### config.mk
export PLATFORM = sky130hd
export DESIGN_NAME = vga_dtg_out
export DESIGN_NICKNAME = d
export VERILOG_FILES = /design/src/rtl/vga_pkg.sv /design/src/rtl/vga_sync_counter.sv /design/src/rtl/vga_dtg_out.sv
export SDC_FILE = /design/constraint.sdc
export NUM_CORES = 1
export LEC_CHECK = 0
export BUFFER_PORTS_ARGS = -buffer_cell sky130_fd_sc_hd__clkbuf_2
export CAP_MARGIN = 20
export CORE_MARGIN = 3
export CORE_UTILIZATION = 40
export DETAILED_ROUTE_END_ITERATION = 7
export PLACE_DENSITY = 0.65
export SYNTH_ARGS = -nofsm -noshare
export SYNTH_HDL_FRONTEND = slang
export SYNTH_SLANG_ARGS = --single-unit
### constraint.sdc
create_clock -name clk -period 4.9 [get_ports clk]
set_clock_uncertainty 0.2 [all_clocks]
set_input_delay 0.49 -clock clk [delete_from_list [all_inputs] [get_ports clk]]
set_output_delay 0.49 -clock clk [all_outputs]
set_load 0.05 [all_outputs]
### src/rtl/vga_pkg.sv
// ---------------------------------------------------------------------------
// vga_pkg
//   Shared definitions for the 640x480 @ 60 Hz display path.
//   - Timing constants (active area, porches, sync widths, totals) used by the
//     timing generator and by the image generators for screen bounds.
//   - rgb12_t colour type with named 4-bit fields {red, green, blue}.
//   - bar_colour(): colour of one of the eight vertical test-pattern bars.
//   No ports (package).
// ---------------------------------------------------------------------------
package vga_pkg;

  // Horizontal timing, in pixels
  localparam int VGA_H_ACTIVE = 640;
  localparam int VGA_H_FP     = 16;
  localparam int VGA_H_SYNC   = 96;
  localparam int VGA_H_BP     = 48;
  localparam int VGA_H_TOTAL  = VGA_H_ACTIVE + VGA_H_FP + VGA_H_SYNC + VGA_H_BP;

  // Vertical timing, in lines
  localparam int VGA_V_ACTIVE = 480;
  localparam int VGA_V_FP     = 10;
  localparam int VGA_V_SYNC   = 2;
  localparam int VGA_V_BP     = 33;
  localparam int VGA_V_TOTAL  = VGA_V_ACTIVE + VGA_V_FP + VGA_V_SYNC + VGA_V_BP;

  // System clocks per pixel (100 MHz -> 25 MHz pixel rate)
  localparam int VGA_CLK_DIV = 4;

  // Level driven on hsync/vsync inside the sync window (0 = active low)
  localparam logic VGA_SYNC_POL = 1'b0;

  // Width of the row/column counters (covers 0..799 and 0..524)
  localparam int VGA_CNT_W = 10;

  // 12-bit colour, packed as {R[3:0], G[3:0], B[3:0]}
  typedef struct packed {
    logic [3:0] red;
    logic [3:0] green;
    logic [3:0] blue;
  } rgb12_t;

  localparam rgb12_t RGB12_BLACK = '{red: 4'h0, green: 4'h0, blue: 4'h0};

  // Bar k lights each channel fully when the matching bit of k is set:
  // bit 2 -> red, bit 1 -> green, bit 0 -> blue.
  function automatic rgb12_t bar_colour(input logic [2:0] bar);
    rgb12_t c;
    c.red   = {4{bar[2]}};
    c.green = {4{bar[1]}};
    c.blue  = {4{bar[0]}};
    return c;
  endfunction

endpackage

### src/rtl/vga_sync_counter.sv
// ---------------------------------------------------------------------------
// vga_sync_counter
//   Pixel-rate divider plus horizontal/vertical position counters.
//   Ports:
//     clk        in   system clock
//     reset      in   synchronous, active-high
//     pix_en     out  registered strobe, high on the last clk of each pixel
//     h_cnt      out  column counter, 0..H_TOTAL-1
//     v_cnt      out  row counter, 0..V_TOTAL-1
//     video_on   out  counters lie inside the active area (combinational)
//     frame_tick out  one-clk pulse when the h wrap enters the first blank line
// ---------------------------------------------------------------------------
module vga_sync_counter
  import vga_pkg::*;
#(
  parameter int H_ACTIVE = VGA_H_ACTIVE,
  parameter int H_TOTAL  = VGA_H_TOTAL,
  parameter int V_ACTIVE = VGA_V_ACTIVE,
  parameter int V_TOTAL  = VGA_V_TOTAL,
  parameter int CLK_DIV  = VGA_CLK_DIV
) (
  input  logic                 clk,
  input  logic                 reset,
  output logic                 pix_en,
  output logic [VGA_CNT_W-1:0] h_cnt,
  output logic [VGA_CNT_W-1:0] v_cnt,
  output logic                 video_on,
  output logic                 frame_tick
);

  localparam int DIV_W = (CLK_DIV > 1) ? $clog2(CLK_DIV) : 1;

  localparam logic [DIV_W-1:0]     DIV_LAST = DIV_W'(CLK_DIV - 1);
  localparam logic [VGA_CNT_W-1:0] H_LAST   = VGA_CNT_W'(H_TOTAL - 1);
  localparam logic [VGA_CNT_W-1:0] V_LAST   = VGA_CNT_W'(V_TOTAL - 1);
  localparam logic [VGA_CNT_W-1:0] H_ACT_C  = VGA_CNT_W'(H_ACTIVE);
  localparam logic [VGA_CNT_W-1:0] V_ACT_C  = VGA_CNT_W'(V_ACTIVE);
  localparam logic [VGA_CNT_W-1:0] V_TICK   = VGA_CNT_W'(V_ACTIVE - 1);

  logic [DIV_W-1:0]     div_cnt_d, div_cnt_q;
  logic                 pix_en_d, pix_en_q;
  logic [VGA_CNT_W-1:0] h_cnt_d, h_cnt_q;
  logic [VGA_CNT_W-1:0] v_cnt_d, v_cnt_q;
  logic                 frame_tick_d, frame_tick_q;

  always_comb begin
    if (div_cnt_q == DIV_LAST) begin
      div_cnt_d = '0;
    end else begin
      div_cnt_d = div_cnt_q + 1'b1;
    end
    // Decoded from the next divider value so the registered strobe lines up
    // with div_cnt == CLK_DIV-1 and comes straight from a flop.
    pix_en_d = (div_cnt_d == DIV_LAST);

    h_cnt_d      = h_cnt_q;
    v_cnt_d      = v_cnt_q;
    frame_tick_d = 1'b0;
    if (pix_en_q) begin
      if (h_cnt_q == H_LAST) begin
        h_cnt_d = '0;
        if (v_cnt_q == V_LAST) begin
          v_cnt_d = '0;
        end else begin
          v_cnt_d = v_cnt_q + 1'b1;
        end
        // Wrap out of the last visible line: start of vertical blank.
        frame_tick_d = (v_cnt_q == V_TICK);
      end else begin
        h_cnt_d = h_cnt_q + 1'b1;
      end
    end
  end

  // Stage boundary: divider and position registers
  always_ff @(posedge clk) begin
    if (reset) begin
      div_cnt_q    <= '0;
      pix_en_q     <= 1'b0;
      h_cnt_q      <= '0;
      v_cnt_q      <= '0;
      frame_tick_q <= 1'b0;
    end else begin
      div_cnt_q    <= div_cnt_d;
      pix_en_q     <= pix_en_d;
      h_cnt_q      <= h_cnt_d;
      v_cnt_q      <= v_cnt_d;
      frame_tick_q <= frame_tick_d;
    end
  end

  assign pix_en     = pix_en_q;
  assign h_cnt      = h_cnt_q;
  assign v_cnt      = v_cnt_q;
  assign frame_tick = frame_tick_q;
  assign video_on   = (h_cnt_q < H_ACT_C) && (v_cnt_q < V_ACT_C);

endmodule

### src/rtl/vga_dtg_out.sv
// ---------------------------------------------------------------------------
// vga_dtg_out
//   640x480 @ 60 Hz display timing generator and pixel output stage.
//   Presents pix_row/pix_col to the image generators, samples their colour
//   on the last clk of the pixel period and emits RGB together with hsync and
//   vsync, all delayed by exactly one pixel period from the counters.
//   Ports:
//     clk        in   100 MHz system clock
//     reset      in   synchronous, active-high
//     pix_data   in   12-bit colour {R,G,B} for the current pix_row/pix_col
//     test_mode  in   (VGA_TEST_PATTERN_EN only) replace pix_data by 8 bars
//     pix_row    out  vertical counter, 0..524
//     pix_col    out  horizontal counter, 0..799
//     video_on   out  counters inside the active area
//     pix_en     out  one-clk strobe on the last clk of each pixel
//     frame_tick out  one-clk pulse at entry to vertical blank
//     vga_hsync  out  horizontal sync
//     vga_vsync  out  vertical sync
//     vga_red/vga_green/vga_blue  out  4-bit colour channels
//   Build option: define VGA_TEST_PATTERN_EN to add test_mode and the
//   vertical colour-bar generator.
// ---------------------------------------------------------------------------
module vga_dtg_out
  import vga_pkg::*;
#(
  parameter int   H_ACTIVE = VGA_H_ACTIVE,
  parameter int   H_FP     = VGA_H_FP,
  parameter int   H_SYNC   = VGA_H_SYNC,
  parameter int   H_BP     = VGA_H_BP,
  parameter int   V_ACTIVE = VGA_V_ACTIVE,
  parameter int   V_FP     = VGA_V_FP,
  parameter int   V_SYNC   = VGA_V_SYNC,
  parameter int   V_BP     = VGA_V_BP,
  parameter int   CLK_DIV  = VGA_CLK_DIV,
  parameter logic SYNC_POL = VGA_SYNC_POL
) (
  input  logic                 clk,
  input  logic                 reset,
  input  logic [11:0]          pix_data,
`ifdef VGA_TEST_PATTERN_EN
  input  logic                 test_mode,
`endif
  output logic [VGA_CNT_W-1:0] pix_row,
  output logic [VGA_CNT_W-1:0] pix_col,
  output logic                 video_on,
  output logic                 pix_en,
  output logic                 frame_tick,
  output logic                 vga_hsync,
  output logic                 vga_vsync,
  output logic [3:0]           vga_red,
  output logic [3:0]           vga_green,
  output logic [3:0]           vga_blue
);

  localparam int H_TOTAL = H_ACTIVE + H_FP + H_SYNC + H_BP;
  localparam int V_TOTAL = V_ACTIVE + V_FP + V_SYNC + V_BP;

  // Sync windows are half-open: [START, END)
  localparam logic [VGA_CNT_W-1:0] HS_START = VGA_CNT_W'(H_ACTIVE + H_FP);
  localparam logic [VGA_CNT_W-1:0] HS_END   = VGA_CNT_W'(H_ACTIVE + H_FP + H_SYNC);
  localparam logic [VGA_CNT_W-1:0] VS_START = VGA_CNT_W'(V_ACTIVE + V_FP);
  localparam logic [VGA_CNT_W-1:0] VS_END   = VGA_CNT_W'(V_ACTIVE + V_FP + V_SYNC);

  // Blanking must yield black even when the upstream colour is unknown, so
  // the active flag selects a constant rather than masking the data.
  function automatic rgb12_t blank_colour(input logic active, input rgb12_t c);
    return active ? c : RGB12_BLACK;
  endfunction

  function automatic logic sync_level(input logic in_window);
    return in_window ? SYNC_POL : ~SYNC_POL;
  endfunction

  logic [VGA_CNT_W-1:0] h_cnt, v_cnt;
  logic                 pix_en_s, video_on_s, frame_tick_s;

  vga_sync_counter #(
    .H_ACTIVE (H_ACTIVE),
    .H_TOTAL  (H_TOTAL),
    .V_ACTIVE (V_ACTIVE),
    .V_TOTAL  (V_TOTAL),
    .CLK_DIV  (CLK_DIV)
  ) u_sync_counter (
    .clk        (clk),
    .reset      (reset),
    .pix_en     (pix_en_s),
    .h_cnt      (h_cnt),
    .v_cnt      (v_cnt),
    .video_on   (video_on_s),
    .frame_tick (frame_tick_s)
  );

  rgb12_t src_colour;
  rgb12_t rgb_d, rgb_q;
  logic   hsync_d, hsync_q;
  logic   vsync_d, vsync_q;

  always_comb begin
    src_colour = rgb12_t'(pix_data);
`ifdef VGA_TEST_PATTERN_EN
    // Eight 128-pixel-wide bars; only bars 0..4 fall in the visible width.
    if (test_mode) begin
      src_colour = bar_colour(h_cnt[9:7]);
    end
`endif
  end

  // Colour and sync are decoded from the same counter snapshot on the pix_en
  // edge; the image pipeline has had CLK_DIV-1 clks to settle pix_data.
  always_comb begin
    rgb_d   = rgb_q;
    hsync_d = hsync_q;
    vsync_d = vsync_q;
    if (pix_en_s) begin
      rgb_d   = blank_colour(video_on_s, src_colour);
      hsync_d = sync_level((h_cnt >= HS_START) && (h_cnt < HS_END));
      vsync_d = sync_level((v_cnt >= VS_START) && (v_cnt < VS_END));
    end
  end

  // Stage boundary: output registers, one pixel behind the counters
  always_ff @(posedge clk) begin
    if (reset) begin
      rgb_q   <= RGB12_BLACK;
      hsync_q <= ~SYNC_POL;
      vsync_q <= ~SYNC_POL;
    end else begin
      rgb_q   <= rgb_d;
      hsync_q <= hsync_d;
      vsync_q <= vsync_d;
    end
  end

  assign pix_row    = v_cnt;
  assign pix_col    = h_cnt;
  assign video_on   = video_on_s;
  assign pix_en     = pix_en_s;
  assign frame_tick = frame_tick_s;
  assign vga_hsync  = hsync_q;
  assign vga_vsync  = vsync_q;
  assign vga_red    = rgb_q.red;
  assign vga_green  = rgb_q.green;
  assign vga_blue   = rgb_q.blue;

endmodule

-- After elaboration in Yosys (flattened, before gate mapping)
Cells that the tools add are included.
- $add $sub $neg: 3
- magnitude comparators: 6
- equality and inequality tests: 5
- muxes and demuxes: 6
- bitwise gates (word level): 2
- reductions and logical operators: 5
- operators by type and width (kind ; count):
    $add A10 B1 Y10 const B ; 2
    $eq A10 B10 Y1 const B ; 2
    $lt A10 B10 Y1 const B ; 2
    $lt A10 B9 Y1 const B ; 2
    $mux W10 ; 2
    $mux W12 ; 1
    $eq A10 B9 Y1 const B ; 1
    $ge A10 B10 Y1 const B ; 1
    $ge A10 B9 Y1 const B ; 1
    $eq A2 B2 Y1 const B ; 2
    $logic_and A1 B1 Y1 ; 3
    $reduce_or A3 Y1 ; 1
    $add A2 B1 Y2 const B ; 1
    $mux W1 ; 2
    $mux W2 ; 1
    $not A1 Y1 ; 2
    $reduce_and A2 Y1 ; 1
- flip-flop bits (word level): 38
- input port bits: 14

-- Longest topological paths before layout
- depth after elaboration: 3
- gate-level depth with buffers: 7

-- By module
Synthesis repeated with hierarchy kept, for this count alone.
- cells, all modules: 201
- area, all modules: 1834.3 um2
- by module, submodules not included (module ; instances ; cells each ; area an instance (um2) ; seq. area each (um2)):
    vga_sync_counter ; 1 ; 136 ; 1219.9 ; 480.5
    vga_dtg_out ; 1 ; 65 ; 614.3 ; 280.3

-- Worst setup path before layout
No wires, ideal clock.
- kind: register to register
- from: register u_sync_counter.h_cnt_q[0], in the netlist u_sync_counter.h_cnt[0]
- to: register u_sync_counter.v_cnt_q[6], in the netlist u_sync_counter.v_cnt[6]
- library setup time: 0.070 ns
- arrival time: 1.971 ns
- required time: 4.630 ns
- slack: 2.658 ns
- stages on the path, launching flop included: 7
- buffers on the path: 1
- clock period less this slack: 2.242 ns
- path through: dfxtp_1 -> ha_1 -> and4_1 -> buf_4 -> nand3_4 -> or4_1 -> a21oi_1
- longest elaborated chain between the ends: 2
- RTL lines (item ; line ; source):
    start, declared ; vga_sync_counter.sv:42 ; logic [VGA_CNT_W-1:0] h_cnt_d, h_cnt_q;
    start signal, assigned ; vga_sync_counter.sv:86 ; h_cnt_q <= h_cnt_d;
    $eq A10 B10 Y1 ; vga_sync_counter.sv:60 ; if (h_cnt_q == H_LAST) begin
    $reduce_and A2 Y1 (no line) ; n/a ;
    end signal, assigned ; vga_sync_counter.sv:87 ; v_cnt_q <= v_cnt_d;
    end, declared ; vga_sync_counter.sv:43 ; logic [VGA_CNT_W-1:0] v_cnt_d, v_cnt_q;
No other way between the ends.
A chain may end at the register's enable or synchronous reset.

-- Worst setup path after layout
Ends and elaborated chain as after synthesis.

==> flow_metrics.tcl <==
set metrics [dict create \
    run_status "complete, no violations" \
    min_delay_worst_endpoint "vga_blue[2]" \
    timing.final.hold_violations 0 \
    layout.filler_cells 396 \
    remaining_drc_errors 0 \
    first_pass_iters 5 \
    detail-route-antenna-nets 0 \
    die_height_um 69.8 \
    worst_setup_hold_path_clk_slew_ns 0.07 \
    busiest_layer "met2" \
    rr_startpoint "u_sync_counter.h_cnt[0]" \
    netlist.top_cell.by_area "dfxtp_1" \
    cts.sink_count 38 \
    postRouteWirelength_mm 3.69 \
    grtUsageMet2 0.256 \
    clock-root-buffer "clkbuf_8" \
    net_count_synth 194 \
    cell_area_synth_um2 1630 \
    gp_congestion 0.756 \
    setup_viol 0 \
    critical_path_class "reg2reg" \
    maxSlewHeadroom 0.508 \
    yosys-top-cells-area "dfxtp_1 47%, a22o_1 6.4%, ha_1 5.4%" \
    min_path_cells 2 \
    post-dp-hpwl_mm 2.67 \
    synthAdderAreaFrac 0.0537 \
    design.portCount 51 \
    worst-endpoint-arrival_ns 2.14 \
    cts.htree.levels 2 \
    dpl_worst_slack_ns 2.77 \
    grt_use_total 0.158 \
    crit_fanout 8 \
    max-clock-path-buffers 2 \
    flop_to_flop_setup_slack_ns 2.77 \
    num_antenna_cells 0 \
    die_footprint_um2 4880 \
    cellLeakagePower_nw 0.861 \
    worstSetupStartpointType "register" \
    vdd_drop_max_uv 208 \
    post_synth_mux_area_share 0.00614 \
    setup_slack_ns 2.77 \
    synth-seq-area-share 0.467 \
    synth_top_flop_cell "dfxtp_1" \
    unique_cell_type_count_in_the_yosys_netlist 33 \
    layout_worst_path_cycle_share 0.434 \
    finalWorstPathRequiredPeriod_ns 2.13 \
    synth_to_layout_area_growth_pct 21.7 \
    core_rows 22 \
    port_buffers 50 \
    grt_first_pass_wirelength_mm 6.38 \
    cap_viol_max_count 0 \
    gr-total-overflow 0 \
    groute.layer.met3.usage 0.0406 \
    worst_hold_startpoint "pix_data[2]" \
    initial_utilization 0.429 \
    placedInstanceArea_um2 1910 \
    vias_in_the_first_global_route 1366 \
    cts_tree "built" \
    die_width_um 69.8 \
    fin_nets 243 \
    postLayoutCoreUtil 0.522 \
    first_iter_violations 79 \
    synth_top_family_by_area "simple AND/OR/NAND/NOR gates" \
    cts_hold_repair.buffers 0 \
    worst-slew-pin-transition_ns 0.736 \
    kind_of_path_behind_the_tightest_hold_check "in2reg" \
    r2r_end "u_sync_counter.v_cnt[6]" \
    post_synth_edffs 0 \
    finalSetupTns_ns 0 \
    post_route_cells_drive_above_1_share 0.270 \
    synth.ff_latch_count 38 \
    final_cell_mix "50 x clkbuf_2, 38 x dfxtp_1, 13 x nor2_1" \
    synth_xor_xnor_area_share 0.0591 \
    via_per_inst 5.28 \
    mostFrequentLayoutCell "clkbuf_2" \
    post_cts_buffers 0 \
    grt_use_met1 0.203 \
    grt_setup_unrepaired "false" \
    simple_logic_cell_fraction_of_the_synthesized_area 0.236 \
    setup.worst_path.end_class "register" \
    yosysTopAreaCellShare 0.467 \
    numCtsBuffers 5 \
    core_um2 3800 \
    via_count 1425 \
    synth-warning-count 0 \
    postSynthAreaPerCell_um2 9.42 \
    final_max_slew_viol_count 0 \
    syn-instance-count 173 \
    synth_compound_area_frac 0.138 \
    avgRoutedWirePerCell_um 13.7 \
    timing.critical_path.required_ns 4.91 \
    postCtsResizedCells 0 \
    source_to_sink_clock_delay_at_the_later_pin_of_the_worst_skew_pair_ns 0.29 \
    async_set_or_reset_register_ratio_after_synthesis 0 \
    antenna_found_initial 0 \
    grt_max_degree 24 \
    holdWs_ns 0.218 \
    maxClockFrequency_mhz 470 \
    fin_area_um2 1980 \
    power-per-cell-area_nw_per_um2 287 \
    r2r_cells 5 \
]
## synth_stat cells (2+ instances only)
cell	number
nor3_1	12
or3_1	3
clkbuf_1	6
o21bai_1	3
a21oi_1	6
xor2_1	7
xnor2_1	4
o21ai_0	6
nand4_1	8
inv_1	6
a22o_1	12
nor4_1	3
dfxtp_1	38
nor2b_1	2
ha_1	7
a31oi_1	2
and3_1	6
nand3_1	6
and4_1	2
buf_4	2
nand2_1	8
nor2_1	13
## kinds of logic after synthesis
logic type	Yosys count
fa+ha+maj	7
xor+xnor	11
mux	1
flops	38
compound gates	32
buf+inv	15
simple gates	69
## sequential cells by signal, indices dropped and copies added, names as in the netlist
signal                     cells
u_sync_counter.div_cnt_q       2
vga_green                      4
u_sync_counter.h_cnt          10
u_sync_counter.frame_tick      1
vga_hsync                      1
u_sync_counter.pix_en          1
vga_blue                       4
vga_vsync                      1
u_sync_counter.v_cnt          10
vga_red                        4
## stage by stage
step	total power, mW	cells
after global routing	0.592	270
final	0.569	270
after CTS	0.575	270
after floorplan	0.362	173
after global placement	0.376	263
after detailed placement	0.376	263
## metal layers
layer,part of all wire,wire length [um]
met5,0,0
met4,0.013,49
met3,0.039,143
met2,0.48,1780
met1,0.46,1710
## worst max-delay path by stage
| stage | start | endpoint | slack [ns] |
|---|---|---|---|
| detailed placement | u_sync_counter.pix_en | u_sync_counter.v_cnt[5] | 2.77 |
| finish | u_sync_counter.h_cnt[0] | u_sync_counter.v_cnt[6] | 2.77 |
| CTS | u_sync_counter.pix_en | u_sync_counter.v_cnt[5] | 2.77 |
| global route | u_sync_counter.pix_en | u_sync_counter.v_cnt[7] | 2.53 |
| floorplan | u_sync_counter.h_cnt[0] | u_sync_counter.v_cnt[6] | 2.66 |
| global placement | u_sync_counter.h_cnt[0] | u_sync_counter.v_cnt[6] | 2.84 |
## area by class of cell
| cell class | instances | area, um2 | share of cell area |
|---|---|---|---|
| Inverter | 6 | 22.5 | 0.0113 |
| Tap cell | 48 | 60.1 | 0.0303 |
| Clock inverter | 2 | 10.0 | 0.00504 |
| Sequential cell | 38 | 761 | 0.383 |
| Multi-Input combinational cell | 120 | 805 | 0.405 |
| Timing Repair Buffer | 51 | 258 | 0.130 |
| Clock buffer | 5 | 68.8 | 0.0347 |
## power breakdown
part	internal (mW)	switching (mW)
combinational	0.0145	0.0323
clock	0.0954	0.105
sequential	0.316	0.00593
total	0.426	0.143
## worst max-delay path: stages, from the launching register on
cell	delay (ns)
dfxtp_1	0.41
ha_1	0.20
and4_1	0.41
nand3_4	0.17
or4_1	0.52
a21oi_1	0.14
No activity file was read; power rests on OpenSTA's default activity.
